==> src/rtl/dmem_arbiter.sv <==
// Two-requester data-memory arbiter (CPU = 0, debug loader = 1) with registered outputs.
// Define DMEM_ARB_FIXED_PRIO_EN for fixed priority to requester 0; the default build uses round-robin.
module dmem_arbiter #(
  parameter int DATA_W = 16,
  parameter int ADDR_W = 4
) (
  input  logic              clk,
  input  logic              reset,
  input  logic              req0,
  input  logic              we0,
  input  logic [ADDR_W-1:0] addr0,
  input  logic [DATA_W-1:0] wdata0,
  output logic              gnt0,
  output logic              rvalid0,
  output logic [DATA_W-1:0] rdata0,
  input  logic              req1,
  input  logic              we1,
  input  logic [ADDR_W-1:0] addr1,
  input  logic [DATA_W-1:0] wdata1,
  output logic              gnt1,
  output logic              rvalid1,
  output logic [DATA_W-1:0] rdata1,
  output logic              mem_en,
  output logic              mem_we,
  output logic [ADDR_W-1:0] mem_addr,
  output logic [DATA_W-1:0] mem_wdata,
  input  logic [DATA_W-1:0] mem_rdata
);

  typedef enum logic [1:0] {IDLE, ISSUE, RDWAIT} state_t;

  state_t              state_q, state_d;
  logic                lat_we;
  logic [ADDR_W-1:0]   lat_addr;
  logic [DATA_W-1:0]   lat_wdata;
  logic                lat_id;
  logic                latch_en;
  logic                win_id;
  logic                tie_id;
  logic                cap_q, cap_d;
  logic                mem_en_d, mem_we_d, gnt0_d, gnt1_d;
  logic [ADDR_W-1:0]   mem_addr_d;
  logic [DATA_W-1:0]   mem_wdata_d;

`ifdef DMEM_ARB_FIXED_PRIO_EN
  assign tie_id = 1'b0;
`else
  logic last_grant;
  assign tie_id = ~last_grant;
`endif

  always_comb begin
    state_d     = state_q;
    latch_en    = 1'b0;
    win_id      = 1'b0;
    mem_en_d    = 1'b0;
    mem_we_d    = 1'b0;
    mem_addr_d  = '0;
    mem_wdata_d = '0;
    gnt0_d      = 1'b0;
    gnt1_d      = 1'b0;
    cap_d       = 1'b0;
    case (state_q)
      IDLE: begin
        if (req0 || req1) begin
          latch_en = 1'b1;
          win_id   = (req0 && req1) ? tie_id : req1;
          state_d  = ISSUE;
        end
      end
      ISSUE: begin
        mem_en_d    = 1'b1;
        mem_we_d    = lat_we;
        mem_addr_d  = lat_addr;
        mem_wdata_d = lat_wdata;
        gnt0_d      = ~lat_id;
        gnt1_d      = lat_id;
        state_d     = lat_we ? IDLE : RDWAIT;
      end
      RDWAIT: begin
        // Strobe becomes visible this cycle, so memory data arrives next cycle; cap_q delays the capture.
        cap_d   = 1'b1;
        state_d = IDLE;
      end
      default: state_d = IDLE;
    endcase
  end

  always_ff @(posedge clk or negedge reset) begin
    if (!reset) begin
      state_q   <= IDLE;
      lat_we    <= 1'b0;
      lat_addr  <= '0;
      lat_wdata <= '0;
      lat_id    <= 1'b0;
`ifndef DMEM_ARB_FIXED_PRIO_EN
      last_grant <= 1'b1;
`endif
    end else begin
      state_q <= state_d;
      if (latch_en) begin
        lat_we    <= win_id ? we1 : we0;
        lat_addr  <= win_id ? addr1 : addr0;
        lat_wdata <= win_id ? wdata1 : wdata0;
        lat_id    <= win_id;
`ifndef DMEM_ARB_FIXED_PRIO_EN
        last_grant <= win_id;
`endif
      end
    end
  end

  always_ff @(posedge clk or negedge reset) begin
    if (!reset) begin
      mem_en    <= 1'b0;
      mem_we    <= 1'b0;
      mem_addr  <= '0;
      mem_wdata <= '0;
      gnt0      <= 1'b0;
      gnt1      <= 1'b0;
      cap_q     <= 1'b0;
      rvalid0   <= 1'b0;
      rvalid1   <= 1'b0;
      rdata0    <= '0;
      rdata1    <= '0;
    end else begin
      mem_en    <= mem_en_d;
      mem_we    <= mem_we_d;
      mem_addr  <= mem_addr_d;
      mem_wdata <= mem_wdata_d;
      gnt0      <= gnt0_d;
      gnt1      <= gnt1_d;
      cap_q     <= cap_d;
      // lat_id still names the read's owner here; a new latch lands on this same edge.
      rvalid0   <= cap_q && !lat_id;
      rvalid1   <= cap_q && lat_id;
      if (cap_q) begin
        if (lat_id) rdata1 <= mem_rdata;
        else        rdata0 <= mem_rdata;
      end
    end
  end

endmodule

==> config.mk <==
export PLATFORM = sky130hd
export DESIGN_NAME = dmem_arbiter
export DESIGN_NICKNAME = d
export VERILOG_FILES = /design/src/rtl/dmem_arbiter.sv
export SDC_FILE = /design/constraint.sdc
export NUM_CORES = 1
export LEC_CHECK = 0
export CAP_MARGIN = 20
export CORE_MARGIN = 5
export CORE_UTILIZATION = 40
export DETAILED_ROUTE_END_ITERATION = 7
export PLACE_DENSITY = 0.76
export SLEW_MARGIN = 30
export SYNTH_ARGS = -nofsm -noshare
export SYNTH_HDL_FRONTEND = slang
export SYNTH_SLANG_ARGS = --single-unit
export TNS_END_PERCENT = 20
==> constraint.sdc <==
create_clock -name clk -period 1.3 [get_ports clk]
set_input_delay 0.26 -clock clk [delete_from_list [all_inputs] [get_ports clk]]
set_output_delay 0.26 -clock clk [all_outputs]
set_load 0.03 [all_outputs]
==> metrics.json <==
{
  "synthesis.area_mm2": 0.003306,
  "vias_per_cell": 5.076,
  "nets": 452,
  "worst_path_maximum_fanout": 2,
  "synth_edf_count": 0,
  "clock_sink_count": 84,
  "synth_ff_type": "dfrtp_1",
  "critPathLaunch": "rdata0[15]$_DFFE_PN0P_",
  "synth-seq-area-share": 0.6363,
  "crit_type": "flip-flop to output pin",
  "die_h_um": 100.9,
  "root_buffer": "clkbuf_8",
  "start_util": 0.4064,
  "cts.path.max_buffers": 2,
  "yosys.area.top_type": "dfrtp_1",
  "ctsHtreeMaxLevel": 3,
  "synth_top_cells_by_area": "dfrtp_1, mux2_2, o311ai_1",
  "ys.warnings.count": 0,
  "min_period_ns": 1.285,
  "largest_net_degree_at_the_start_of_global_routing": 29,
  "boundaryPins": 120,
  "ordered_list_of_cells_on_the_worst_path": "clkdlybuf4s15_2",
  "crit_path_top_delay_cell": "dfrtp_1",
  "grt_overflow": 0,
  "worst_pin_slew_ns": 0.6638,
  "maxSlewViolCount": 0,
  "dr.pass1.iters": 4,
  "n_diodes": 0,
  "power_density_mw_per_mm2": 2528,
  "crit_end": "rdata0[15]",
  "critical_path.top_delay_family": "flip-flops",
  "stdcell_count": 500,
  "period_share": 0.9883,
  "area_share_of_the_leading_cell_type_in_the_synthesized_netlist": 0.6283,
  "outcome": "complete, no violations",
  "cp_data_required_time_ns": 1.04,
  "post-synth-top-count-cell": "dfrtp_1",
  "dieArea_mm2": 0.01018,
  "port_buffers": 119,
  "place.gp.congestion": 0.7307,
  "fin_area_mm2": 0.005206,
  "post_synth_inst_count": 257,
  "critical_path.endpoint_type": "output pin",
  "route.antenna.remaining_nets": 0,
  "vdd_ir_drop_max_uv": 1117,
  "dp.cells": 477,
  "first_pass_grt_wire_length_mm": 13.12,
  "cts_buffers": 9,
  "worstHoldPathType": "primary input to asynchronous set/reset pin",
  "avgSynthCellArea_um2": 12.86,
  "power.static_leakage_uw": 0.002267,
  "post-dp-hpwl_mm": 5.608,
  "relSlewSlack": 0.5564,
  "maximum_capacitance_violations": 0,
  "drc": 0,
  "filler_cell_count": 624,
  "setup.worst_path.start_class": "flip-flop",
  "max_freq_ghz": 0.7783,
  "synth_cell_types": 22,
  "critPathMaxStageDelay_ns": 0.39,
  "detailedRoute.firstIterationViolations": 80,
  "overall_routing_resource_usage": 0.1652,
  "cp_num_cells": 1,
  "core_region_area_mm2": 0.008134,
  "vias_in_the_first_global_route": 2666,
  "r2r.worst_path.cells": 4,
  "worst-endpoint-arrival_ns": 1.02,
  "worst_r2r_endpoint": "lat_addr[1]$_DFFE_PN0P_",
  "post_synthesis_net_count": 319,
  "setup_skew_ns": 0.008261,
  "worst_skew_pair.late_latency_ns": 0.35,
  "critical_path.n_buffers_inverters": 1,
  "routedWlPerCell_um": 16.68,
  "r2r_start": "state_q[0]$_DFFE_PN0P_",
  "synth_commonest_cells": "dfrtp_1, mux2_2, inv_1",
  "route.vias.total": 2538,
  "layout_cells_sized_above_1": 0.4025,
  "r2r_setup_slack_ns": 0.02,
  "tritoncts_clock_tree": "yes",
  "postRouteWirelength_mm": 8.339,
  "layout-area-overhead-vs-synth_pct": 57.49,
  "floorplan.die.width_um": 100.9,
  "unrepaired_setup_endpoints_after_global_routing": "true",
  "synth-seq-cells": 84,
  "final_hold_violations": 0,
  "placed_cell_area_mm2": 0.004767,
  "grt_antenna_before_repair": 0,
  "clkTransAtPathRegs_ns": 0.08,
  "async_flop_share": 1.000,
  "report.final.setup_viol": 0,
  "fp-row-count": 33
}
repair_timing:
action	CTS	global route
pin swaps	1	3
hold buffers	1	0
endpoints found under the setup margin	93	65
setup buffers	0	3
gates cloned	1	2
endpoints found under the hold margin	23	0
resized for setup	155	58
cell type report:
class,count,area (um2),area share
Clock buffer,10,127.6,0.02451
Multi-Input combinational cell,134,1199,0.2302
Tap cell,105,131.4,0.02523
Inverter,23,86.33,0.01658
Sequential cell,84,2105,0.4042
Clock inverter,6,47.55,0.009132
Timing Repair Buffer,138,1510,0.2901
routing by layer:
metal	up-vias	routed length (um)	share of wire	GRT usage
met5	-	0	0	0
met3	19	614	0.074	0.03599
met1	1213	3470	0.42	0.2112
met2	119	4105	0.49	0.2744
li1	1187	-	-	-
met4	0	148	0.018	0.06442
cells in the final DEF, fill, tap and decap left out, types with 5 or more instances in the layout:
| cell | Yosys | layout |
|---|---|---|
| buf_12 | 0 | 13 |
| buf_2 | 4 | 5 |
| buf_4 | 0 | 13 |
| clkdlybuf4s15_2 | 0 | 42 |
| clkbuf_8 | 0 | 9 |
| o21ai_2 | 1 | 9 |
| o311ai_2 | 0 | 12 |
| o21ai_1 | 0 | 8 |
| inv_1 | 23 | 23 |
| clkdlybuf4s50_1 | 0 | 58 |
| mux2_2 | 32 | 32 |
| nand4_1 | 21 | 21 |
| o311ai_1 | 18 | 9 |
| and2_1 | 22 | 22 |
| dfrtp_1 | 83 | 82 |
worst min-delay path by stage:
stage	startpoint	end	slack (ns)	cells past startpoint
CTS	reset	rdata1[4]$_DFFE_PN0P_	0.37	2
global route	reset	rdata1[2]$_DFFE_PN0P_	0.40	2
finish	reset	rdata0[2]$_DFFE_PN0P_	0.37	2
floorplan	reset	cap_q$_DFF_PN0_	-0.04	0
detailed placement	reset	rdata1[4]$_DFFE_PN0P_	0.21	1
global placement	reset	rdata1[4]$_DFFE_PN0P_	0.21	1
logic make-up (layout without fill, tap and decap cells):
family                 Yosys count  count (layout)  share of synthesized area
AOI/OAI and AO/OA               45              45                    0.09463
DFF                             84              84                     0.6363
buffers and inverters           42             177                    0.05602
muxes                           32              32                     0.1090
and+or+nand+nor                 54              57                     0.1041
power breakdown:
group	switching, uW	total, uW	internal (uW)
clock	940	1650	706
sequential	648	4540	3890
combinational	3790	6980	3190
total	5380	13200	7780
flip-flops by register name (all words and copies together) (netlist names), 2 cells and up:
name	flops
lat_wdata	16
state_q	2
rdata0	16
rdata1	16
mem_wdata	16
mem_addr	4
lat_addr	4
metrics by stage:
stage                     total power (uW)  setup slack (ns)  utilization  hold slack, ns  TNS, ns
after floorplan                       8160           0.02162            -        -0.03559        0
after global placement               10990           -0.5981       0.5858          0.2087   -14.29
after detailed placement             11180           -0.4882       0.5861          0.2130   -10.96
after CTS                            12610          -0.05650       0.6138          0.3690  -0.3123
after global routing                 13950          -0.05993       0.6401          0.3962  -0.8007
final                                13160           0.01522       0.6401          0.3696        0
Power figures use the tool's default switching activity.
